<file path="src/rtl/rx_dequeue_if.sv">
// User-side packet read interface of the RX dequeue path.
// master = rx_dequeue (produces words), slave = packet consumer.
interface rx_dequeue_if;
    logic        pkt_rx_ren;
    logic        pkt_rx_avail;
    logic        pkt_rx_val;
    logic [63:0] pkt_rx_data;
    logic        pkt_rx_sop;
    logic        pkt_rx_eop;
    logic        pkt_rx_err;
    logic [2:0]  pkt_rx_mod;

    modport master (
        input  pkt_rx_ren,
        output pkt_rx_avail, pkt_rx_val, pkt_rx_data,
        output pkt_rx_sop, pkt_rx_eop, pkt_rx_err, pkt_rx_mod
    );

    modport slave (
        output pkt_rx_ren,
        input  pkt_rx_avail, pkt_rx_val, pkt_rx_data,
        input  pkt_rx_sop, pkt_rx_eop, pkt_rx_err, pkt_rx_mod
    );
endinterface

</file>
<file path="src/rtl/rx_dequeue.sv">
// RX FIFO read-side controller: pops show-ahead entries and frames whole packets.
// Optional RX_DEQUEUE_STATS_EN adds good/errored packet and dropped-word counters.
//
// state   | meaning
// IDLE    | waiting for a committed packet at the FIFO head
// READ    | forwarding words of the current packet to the user
// DROP    | silently discarding words until the next SOP or an EOP
module rx_dequeue #(
    parameter int PKT_CNT_W = 4,
    parameter int MAX_WORDS = 1200,
    parameter int WCNT_W    = 11
) (
    input  logic        clk_156m25,
    input  logic        reset_156m25_n,
    input  logic [63:0] rxdfifo_rdata,
    input  logic [7:0]  rxdfifo_rstatus,
    input  logic        rxdfifo_rempty,
    output logic        rxdfifo_ren,
    input  logic        rx_pkt_commit,
    rx_dequeue_if.master pkt_rx
`ifdef RX_DEQUEUE_STATS_EN
    ,
    output logic [31:0] stat_rx_pkts,
    output logic [31:0] stat_rx_err_pkts,
    output logic [31:0] stat_rx_drop_words
`endif
);

    localparam logic [1:0] ST_IDLE = 2'd0;
    localparam logic [1:0] ST_READ = 2'd1;
    localparam logic [1:0] ST_DROP = 2'd2;

    localparam logic [PKT_CNT_W-1:0] PCNT_MAX = '1;
    localparam logic [WCNT_W-1:0]    WCNT_LIM = WCNT_W'(MAX_WORDS);

    logic [1:0]           state, state_nxt;
    logic [PKT_CNT_W-1:0] pcnt;
    logic [WCNT_W-1:0]    wcnt, wcnt_inc;
    logic                 term_pend, term_pend_nxt;
    logic                 pop, emit_word, emit_term;
    logic                 head_sop, head_eop, head_err, pcnt_nz, eop_pop;
    logic                 avail_q, val_q, sop_q, eop_q, err_q;
    logic [63:0]          data_q;
    logic [2:0]           mod_q;
    logic                 status_unused;

    assign head_sop      = rxdfifo_rstatus[7];
    assign head_eop      = rxdfifo_rstatus[6];
    assign head_err      = rxdfifo_rstatus[5];
    assign status_unused = ^rxdfifo_rstatus[4:3];
    assign pcnt_nz       = (pcnt != '0);
    assign wcnt_inc      = wcnt + 1'b1;
    assign eop_pop       = pop && head_eop;

    // Over-length terminator is emitted from DROP one cycle after the last allowed word.
    always_comb begin
        state_nxt     = state;
        pop           = 1'b0;
        emit_word     = 1'b0;
        emit_term     = term_pend;
        term_pend_nxt = 1'b0;
        case (state)
            ST_IDLE: begin
                if (avail_q && pcnt_nz && !rxdfifo_rempty) begin
                    if (!head_sop) begin
                        state_nxt = ST_DROP;
                    end else if (pkt_rx.pkt_rx_ren) begin
                        pop       = 1'b1;
                        emit_word = 1'b1;
                        state_nxt = head_eop ? ST_IDLE : ST_READ;
                    end
                end
            end
            ST_READ: begin
                if (pkt_rx.pkt_rx_ren && !rxdfifo_rempty) begin
                    if (head_sop) begin
                        emit_term = 1'b1;
                        state_nxt = ST_IDLE;
                    end else begin
                        pop       = 1'b1;
                        emit_word = 1'b1;
                        if (head_eop) begin
                            state_nxt = ST_IDLE;
                        end else if (wcnt_inc == WCNT_LIM) begin
                            state_nxt     = ST_DROP;
                            term_pend_nxt = 1'b1;
                        end
                    end
                end
            end
            ST_DROP: begin
                if (!rxdfifo_rempty) begin
                    if (head_sop) begin
                        state_nxt = ST_IDLE;
                    end else begin
                        pop = 1'b1;
                        if (head_eop) state_nxt = ST_IDLE;
                    end
                end
            end
            default: state_nxt = ST_IDLE;
        endcase
    end

    assign rxdfifo_ren = pop;

    always_ff @(posedge clk_156m25) begin
        if (!reset_156m25_n) begin
            state     <= ST_IDLE;
            term_pend <= 1'b0;
            pcnt      <= '0;
            wcnt      <= '0;
            avail_q   <= 1'b0;
            val_q     <= 1'b0;
            data_q    <= '0;
            sop_q     <= 1'b0;
            eop_q     <= 1'b0;
            err_q     <= 1'b0;
            mod_q     <= '0;
        end else begin
            state     <= state_nxt;
            term_pend <= term_pend_nxt;
            avail_q   <= (state == ST_IDLE) && pcnt_nz;
            if (rx_pkt_commit && !eop_pop && (pcnt != PCNT_MAX)) begin
                pcnt <= pcnt + 1'b1;
            end else if (!rx_pkt_commit && eop_pop && pcnt_nz) begin
                pcnt <= pcnt - 1'b1;
            end
            if (pop && (state == ST_IDLE)) begin
                wcnt <= WCNT_W'(1);
            end else if (pop && (state == ST_READ)) begin
                wcnt <= wcnt_inc;
            end
            val_q <= emit_word || emit_term;
            if (emit_term) begin
                data_q <= '0;
                sop_q  <= 1'b0;
                eop_q  <= 1'b1;
                err_q  <= 1'b1;
                mod_q  <= '0;
            end else if (emit_word) begin
                data_q <= rxdfifo_rdata;
                sop_q  <= (state == ST_IDLE);
                eop_q  <= head_eop;
                err_q  <= head_err;
                mod_q  <= head_eop ? rxdfifo_rstatus[2:0] : 3'd0;
            end
        end
    end

    assign pkt_rx.pkt_rx_avail = avail_q;
    assign pkt_rx.pkt_rx_val   = val_q;
    assign pkt_rx.pkt_rx_data  = data_q;
    assign pkt_rx.pkt_rx_sop   = sop_q;
    assign pkt_rx.pkt_rx_eop   = eop_q;
    assign pkt_rx.pkt_rx_err   = err_q;
    assign pkt_rx.pkt_rx_mod   = mod_q;

`ifdef RX_DEQUEUE_STATS_EN
    // Counted on the edge that registers the corresponding output word.
    always_ff @(posedge clk_156m25) begin
        if (!reset_156m25_n) begin
            stat_rx_pkts       <= '0;
            stat_rx_err_pkts   <= '0;
            stat_rx_drop_words <= '0;
        end else begin
            if (!emit_term && emit_word && head_eop && !head_err) begin
                stat_rx_pkts <= stat_rx_pkts + 1'b1;
            end
            if (emit_term || (emit_word && head_eop && head_err)) begin
                stat_rx_err_pkts <= stat_rx_err_pkts + 1'b1;
            end
            if (pop && (state == ST_DROP)) begin
                stat_rx_drop_words <= stat_rx_drop_words + 1'b1;
            end
        end
    end
`endif

endmodule

</file>
<file path="src/flat_wrapper.sv">
// flat-port wrapper written by rule: the top's interface ports become plain ports
module rx_dequeue_flat 
#(
    parameter int PKT_CNT_W = 4,
    parameter int MAX_WORDS = 1200,
    parameter int WCNT_W    = 11
)
  (clk_156m25, reset_156m25_n, rxdfifo_rdata, rxdfifo_rstatus, rxdfifo_rempty, rxdfifo_ren, rx_pkt_commit, pkt_rx_pkt_rx_ren, pkt_rx_pkt_rx_avail, pkt_rx_pkt_rx_val, pkt_rx_pkt_rx_data, pkt_rx_pkt_rx_sop, pkt_rx_pkt_rx_eop, pkt_rx_pkt_rx_err, pkt_rx_pkt_rx_mod);
  rx_dequeue_if pkt_rx_i ();
  input  logic clk_156m25;
  input  logic reset_156m25_n;
  input  logic [63:0] rxdfifo_rdata;
  input  logic [7:0] rxdfifo_rstatus;
  input  logic rxdfifo_rempty;
  output logic rxdfifo_ren;
  input  logic rx_pkt_commit;
  input wire logic [$bits(pkt_rx_i.pkt_rx_ren)-1:0] pkt_rx_pkt_rx_ren;
  output wire logic [$bits(pkt_rx_i.pkt_rx_avail)-1:0] pkt_rx_pkt_rx_avail;
  output wire logic [$bits(pkt_rx_i.pkt_rx_val)-1:0] pkt_rx_pkt_rx_val;
  output wire logic [$bits(pkt_rx_i.pkt_rx_data)-1:0] pkt_rx_pkt_rx_data;
  output wire logic [$bits(pkt_rx_i.pkt_rx_sop)-1:0] pkt_rx_pkt_rx_sop;
  output wire logic [$bits(pkt_rx_i.pkt_rx_eop)-1:0] pkt_rx_pkt_rx_eop;
  output wire logic [$bits(pkt_rx_i.pkt_rx_err)-1:0] pkt_rx_pkt_rx_err;
  output wire logic [$bits(pkt_rx_i.pkt_rx_mod)-1:0] pkt_rx_pkt_rx_mod;
  assign pkt_rx_i.pkt_rx_ren = pkt_rx_pkt_rx_ren;
  assign pkt_rx_pkt_rx_avail = pkt_rx_i.pkt_rx_avail;
  assign pkt_rx_pkt_rx_val = pkt_rx_i.pkt_rx_val;
  assign pkt_rx_pkt_rx_data = pkt_rx_i.pkt_rx_data;
  assign pkt_rx_pkt_rx_sop = pkt_rx_i.pkt_rx_sop;
  assign pkt_rx_pkt_rx_eop = pkt_rx_i.pkt_rx_eop;
  assign pkt_rx_pkt_rx_err = pkt_rx_i.pkt_rx_err;
  assign pkt_rx_pkt_rx_mod = pkt_rx_i.pkt_rx_mod;
  rx_dequeue #(.PKT_CNT_W(PKT_CNT_W), .MAX_WORDS(MAX_WORDS), .WCNT_W(WCNT_W)) u_core (.clk_156m25(clk_156m25), .reset_156m25_n(reset_156m25_n), .rxdfifo_rdata(rxdfifo_rdata), .rxdfifo_rstatus(rxdfifo_rstatus), .rxdfifo_rempty(rxdfifo_rempty), .rxdfifo_ren(rxdfifo_ren), .rx_pkt_commit(rx_pkt_commit), .pkt_rx(pkt_rx_i));
endmodule
</file>
<file path="config.mk">
export PLATFORM = sky130hd
export DESIGN_NAME = rx_dequeue_flat
export DESIGN_NICKNAME = d
export VERILOG_FILES = /design/src/rtl/rx_dequeue_if.sv /design/src/rtl/rx_dequeue.sv /design/src/flat_wrapper.sv
export SDC_FILE = /design/constraint.sdc
export NUM_CORES = 1
export LEC_CHECK = 0
export ABC_AREA = 1
export CORE_AREA = 2 2 92 94
export CTS_BUF_LIST = sky130_fd_sc_hd__clkbuf_2
export DETAILED_ROUTE_END_ITERATION = 6
export DIE_AREA = 0 0 94 96
export PLACE_DENSITY = 0.85
export RECOVER_POWER = 25
export SLEW_MARGIN = 10
export SYNTH_ARGS = -nofsm -noshare
export SYNTH_HDL_FRONTEND = slang
export SYNTH_SLANG_ARGS = --single-unit
</file>
<file path="constraint.sdc">
create_clock -name clk_156m25 -period 3.6 [get_ports clk_156m25]
set_input_delay 1.08 -clock clk_156m25 [delete_from_list [all_inputs] [get_ports clk_156m25]]
set_output_delay 1.08 -clock clk_156m25 [all_outputs]
set_load 0.02 [all_outputs]
</file>
## After elaboration in Yosys (flattened, before gate mapping)

Cells that the tools add are included.

- Output and inout bits: 73
- Word-level logic and storage cells: 85
- Flip-flop bits (word level): 90
- Input port bits: 77

- Add/subtract/negate cells: 3
- Mux-type cells: 33
- Bitwise logic cells: 3
- Equality and inequality tests: 10
- Reduce and logical (&&, ||, !) cells: 24

Operators with widths:

| cell | count |
|---|---|
| two-way mux 2 bit | 10 |
| two-way mux 1 bit | 17 |
| adder 11 x 1 -> 11 bit (second input constant) | 1 |
| == test 11 bit (second input constant) | 1 |
| logical AND 1 bit | 11 |
| two-way mux 4 bit | 2 |
| inequality test 3 bit (second input constant) | 2 |
| case mux 2 bit (3 select lines) | 1 |
| AND reduction 6 bit | 1 |
| nonzero test 2 bit | 3 |
| OR reduction 5 bit | 1 |
| adder 4 x 1 -> 4 bit (second input constant) | 1 |
| inequality test 2 x 1 -> 1 bit (second input constant) | 2 |
| inequality test 4 x 3 -> 1 bit (second input constant) | 1 |
| inequality test 4 bit (second input constant) | 1 |
| nonzero test 4 bit | 1 |
| OR reduction 2 bit | 2 |
| subtractor 4 x 1 -> 4 bit (second input constant) | 1 |
| zero test 1 bit | 3 |
| two-way mux 3 bit | 1 |
| NOT 1 bit | 3 |
| case mux 1 bit (3 select lines) | 1 |
| == test 2 x 1 -> 1 bit (second input constant) | 1 |
| == test 2 bit (second input constant) | 1 |
| 4 further kinds | 4 |

## Depth between registers and ports, before layout

- Word-level depth: 10
- Gate-level depth with buffers: 16
- Mapped depth without buffers: 16

## Least setup slack after synthesis

Ideal clock, no wire load.

- Path kind: input to register
- Start: input rxdfifo_rempty
- End: register u_core.pcnt[3]
- Stages on the path: 16
- Data arrival time: 2.697 ns
- Library setup time: 0.115 ns
- Data required time: 3.485 ns
- Path buffers: 0
- Setup slack: 0.788 ns
- Path through: inv_1 > nand2_1 > nor2_2 > o21ai_0 > nand2_2 > nand2_2 > nand2_2 > ha_1 > nand2_1 > nand2_1 > a31oi_1 > inv_1 > o21ai_2 > nand3_1 > nand2_1 > nor2_1

- Word-level cells in the longest chain between the ends: 9
- Elaborated cells between the ends (all ways): 15
- Those cells by class: mux (5); reduce/logical (10)

Ends and longest elaborated chain:

| element | line | text |
|---|---|---|
| start, declared | flat_wrapper.sv:14 | `input logic rxdfifo_rempty;` |
| zero test 1 bit | rx_dequeue.sv:64, rx_dequeue.sv:75 |  |
| logical AND 1 bit, on equally long branches | rx_dequeue.sv:75, rx_dequeue.sv:64 |  |
| two-way mux 1 bit, on equally long branches | rx_dequeue.sv:75, rx_dequeue.sv:64 |  |
| case mux 1 bit (3 select lines) (*) | rx_dequeue.sv:62 | `case (state)` |
| via rxdfifo_ren | flat_wrapper.sv:15 | `output logic rxdfifo_ren;` |
| logical AND 1 bit (*) | rx_dequeue.sv:53 | `assign eop_pop = pop && head_eop;` |
| zero test 1 bit | rx_dequeue.sv:124 | `if (rx_pkt_commit && !eop_pop && (pcnt != PCNT_MAX)) begin` |
| logical AND 1 bit (2 in series) | rx_dequeue.sv:124 |  |
| two-way mux 4 bit / nonzero test 2 bit (equally long branches) | -- |  |
| end signal, assigned | rx_dequeue.sv:125 | `pcnt <= pcnt + 1'b1;` |
| end signal, assigned | rx_dequeue.sv:127 | `pcnt <= pcnt - 1'b1;` |
| end, declared | rx_dequeue.sv:37 | `logic [PKT_CNT_W-1:0] pcnt;` |

Mark *: on every way through the listed nets, which the timed path passes. The rest lies on a longest branch.
A chain may end at the register's enable or synchronous reset.

## Worst setup path in the final report

- Start: input pkt_rx_pkt_rx_ren
- End: output rxdfifo_ren

- Word-level cells in the longest chain between the ends: 4
- Elaborated cells between the ends (all ways): 6
- Those cells by class: mux (5); reduce/logical (1)

Ends and longest elaborated chain:

| element | line | text |
|---|---|---|
| start, declared | flat_wrapper.sv:17 | `input wire logic [$bits(pkt_rx_i.pkt_rx_ren)-1:0] pkt_rx_pkt_rx_ren;` |
| two-way mux 1 bit | rx_dequeue.sv:67 | `end else if (pkt_rx.pkt_rx_ren) begin` |
| two-way mux 1 bit | rx_dequeue.sv:65 | `if (!head_sop) begin` |
| two-way mux 1 bit | rx_dequeue.sv:64 | `if (avail_q && pcnt_nz && !rxdfifo_rempty) begin` |
| case mux 1 bit (3 select lines) (*) | rx_dequeue.sv:62 |  |
| end, declared | flat_wrapper.sv:15 |  |

Mark *: on every way between the ends. The rest lies on a longest branch, timed or not.

==> impl_metrics.py <==
metrics = {
    "critical_path": {
        "critical_path_required_ns": 2.52,
        "path_buf_inv": 2,
        "path_class": "input pin to output pin",
        "reg2reg_depth": 12,
        "critical-path-slowest-cell": "dlygate4sd3_1",
        "r2r_start": "u_core.state[1]$_SDFFE_PN0P_",
        "worstPathArrival_ns": 2.40,
        "crit_end": "rxdfifo_ren",
        "path_cells": "dlygate4sd3_1, nand2_1, nor2_2, o21ai_0, nand2_2, dlygate4sd2_1",
        "worst-path-stages": 6,
        "worstSetupStartpointType": "input pin",
        "critical-path-top-delay-family": "buffers and inverters",
        "critPathMaxFanout": 3,
        "r2r-end": "u_core.pkt_rx.pkt_rx_data[38]$_SDFFE_PP0P_",
        "startpoint": "pkt_rx_pkt_rx_ren",
        "cpPeakStageDelay_ns": 0.57,
        "r2r_slack_ns": 1.07,
        "cp-end-kind": "output pin",
    },
    "logic_synthesis": {
        "syn_area_mm2": 0.003731,
        "synth_top_family_by_area": "simple AND/OR/NAND/NOR gates",
        "synth_xor_area_frac": 0.004695,
        "synth_mux_area_frac": 0,
        "synthCells": 505,
        "synth.avg_cell_area_um2": 7.388,
        "yosysWarningCount": 0,
        "synth_simple_gate_area_frac": 0.2686,
        "ys_seq_area_frac": 0.4829,
        "ys_types": 30,
        "synth_compound_area_frac": 0.1539,
        "syn_nets": 586,
        "ys_seq_elements": 90,
        "synthAdderAreaFrac": 0.01543,
    },
    "final_layout": {
        "multi_input_area_mm2": 0.001627,
        "final_area_mm2": 0.005353,
        "antenna_cells": 0,
        "fill_cells": 707,
        "layout.cells.most_common": "nand2_1",
        "finalNetCount": 733,
        "syn2layout_area_growth_pct": 43.46,
        "final_cell_mix": "nand2_1, clkdlybuf4s50_1, dfxtp_1",
        "drive_above_1_share": 0.05784,
        "area.sequential_mm2": 0.001802,
    },
    "clock_tree": {
        "cts_hold_buf": 0,
        "clock_latency_ns": 0.58,
        "cts.clk_slew.worst_paths_ns": 0.30,
        "clockRootBuffer": "clkbuf_2",
        "numCtsBuffers": 9,
        "htreeDepth": 3,
        "clockBufferDepth": 2,
        "cts_sinks": 90,
        "cts_setup_buffers": 0,
        "cts.repair.resized": 1,
        "cts_tree": "done",
    },
    "global_route": {
        "use_met1": 0.2695,
        "first_global_vias": 3425,
        "met3_usage": 0.03915,
        "grt_util_met2": 0.3881,
        "top_usage_layer": "met2",
        "antenna_found_initial": 0,
        "grt_usage": 0.2224,
        "grt_first_pass_wirelength_um": 15900,
        "globalRouteOverflowTotal": 0,
        "grt_start_max_net_pins": 42,
    },
    "die": {
        "fp.dieH_um": 96,
        "core_mm2": 0.008051,
        "io_pins": 150,
        "dieWidth_um": 94,
        "rows": 33,
        "die_area_mm2": 0.009024,
        "start_util": 0.4634,
    },
    "drt": {
        "drt_iter0_markers": 162,
        "drt-total-wl_um": 10390,
        "wl_per_cell_um": 13.64,
        "via_count": 3770,
        "antenna_left": 0,
        "vias_per_cell": 4.948,
        "firstDrtPassIters": 4,
        "drc": 0,
    },
    "sta": {
        "worst_pin_slew_ns": 0.5724,
        "rsz0062_at_grt": "no",
        "setup-tns-final_ns": 0,
        "finalClockSkew_ns": 0.03363,
        "max_clock_freq_ghz": 0.2876,
        "period_minus_slack_ns": 3.476,
        "finalHoldViolations": 0,
        "fin_crit_sh": 0.9657,
        "setup_viol": 0,
        "maxSlewViolCount": 0,
        "max_slew_margin": 0.6175,
    },
    "run": {
        "cap_viol_max_count": 0,
    },
    "power_and_ir_drop": {
        "max-vdd-ir-drop_mv": 0.2113,
        "p_leak_nw": 1.924,
        "cellPowerDensity_mw_per_mm2": 398.0,
    },
    "worst_hold_path": {
        "hold_class": "flip-flop to flip-flop",
    },
    "placement": {
        "port_buffers": 147,
        "dp_hpwl_um": 7552,
        "place_congestion": 0.9287,
        "dpl_cell_area_mm2": 0.005283,
    },
    "run_status": {
        "run_status": "complete, no violations",
    },
}
Yosys cell counts, drive strengths merged:
cell type,n,share of area
nand2,187,0.19
nor3,2,0.0027
nand4,3,0.0050
xnor2,1,0.0023
a41oi,1,0.0023
a21oi,88,0.12
a31oi,2,0.0034
nor4,1,0.0017
xor2,1,0.0023
or2,1,0.0017
o21ai,17,0.025
clkbuf,2,0.0020
nor2,29,0.033
ha,3,0.010
a211oi,1,0.0034
inv,31,0.031
fa,1,0.0054
nand3,21,0.031
buf,22,0.041
o21bai,1,0.0020
dfxtp,90,0.48
layout make-up:
cell class	instances	share of cell area
Multi-Input combinational cell	360	0.3039
Inverter	31	0.02174
Clock inverter	7	0.01262
Sequential cell	90	0.3366
Timing Repair Buffer	160	0.2922
Clock buffer	9	0.008415
Tap cell	105	0.02454
through the flow:
step	worst slack [ns]	std cells	hold slack, ns	power [mW]	util
6_report	0.1235	762	0.4779	2.130	0.6648
5_1_grt	0.01784	762	0.4912	2.244	0.6648
4_1_cts	0.1220	762	0.4796	2.153	0.6699
3_5_place_dp	-0.08843	746	0.4529	1.650	0.6561
3_3_place_gp	-0.04952	746	0.4470	1.630	0.6561
2_1_floorplan	0.7881	505	0.4611	1.413	-
tightest hold or removal path, stage by stage, from the launching register on:
cell     delay [ns]
dfxtp_1        0.38
nand2_1        0.06
a21oi_1        0.05
cells by family (layout without fill, tap and decap cells):
logic type | after synthesis | in the layout
fa+ha+maj | 4 | 4
flops | 90 | 90
xor+xnor | 2 | 2
compound gates | 110 | 110
buf+inv | 55 | 207
simple gates | 244 | 244
sequential cells by signal (all words and copies together), names as in the netlist, 2 cells and up:
| name | count |
|---|---|
| u_core.wcnt | 11 |
| u_core.pcnt | 4 |
| u_core.pkt_rx.pkt_rx_data | 64 |
| u_core.state | 2 |
| u_core.pkt_rx.pkt_rx_mod | 3 |
layer usage:
metal / routed length, µm / vias up / part of all wire
li1: - / 1926 / -
met1: 4411 / 1711 / 0.42
met2: 5186 / 112 / 0.50
met3: 576 / 21 / 0.055
met4: 217 / 0 / 0.021
met5: 0 / - / 0
where the power goes:
| part | leakage [nW] | switching [mW] | internal [mW] | total, mW |
|---|---|---|---|---|
| clock network | 0.0684 | 0.394 | 0.112 | 0.506 |
| registers | 0.728 | 0.0472 | 1.07 | 1.11 |
| logic | 1.13 | 0.273 | 0.239 | 0.511 |
worst min-delay path by stage:
stage	start	end	slack, ns	cells after the start
floorplan	u_core.state[1]$_SDFFE_PN0P_	u_core.state[1]$_SDFFE_PN0P_	0.46	2
CTS	u_core.pkt_rx.pkt_rx_data[7]$_SDFFE_PP0P_	u_core.pkt_rx.pkt_rx_data[7]$_SDFFE_PP0P_	0.48	2
finish	u_core.pkt_rx.pkt_rx_data[36]$_SDFFE_PP0P_	u_core.pkt_rx.pkt_rx_data[36]$_SDFFE_PP0P_	0.48	2
global route	u_core.pkt_rx.pkt_rx_data[51]$_SDFFE_PP0P_	u_core.pkt_rx.pkt_rx_data[51]$_SDFFE_PP0P_	0.49	2
global placement	u_core.pkt_rx.pkt_rx_data[40]$_SDFFE_PP0P_	u_core.pkt_rx.pkt_rx_data[40]$_SDFFE_PP0P_	0.45	2
detailed placement	u_core.pkt_rx.pkt_rx_data[7]$_SDFFE_PP0P_	u_core.pkt_rx.pkt_rx_data[7]$_SDFFE_PP0P_	0.45	2
Power figures use the tool's default switching activity.
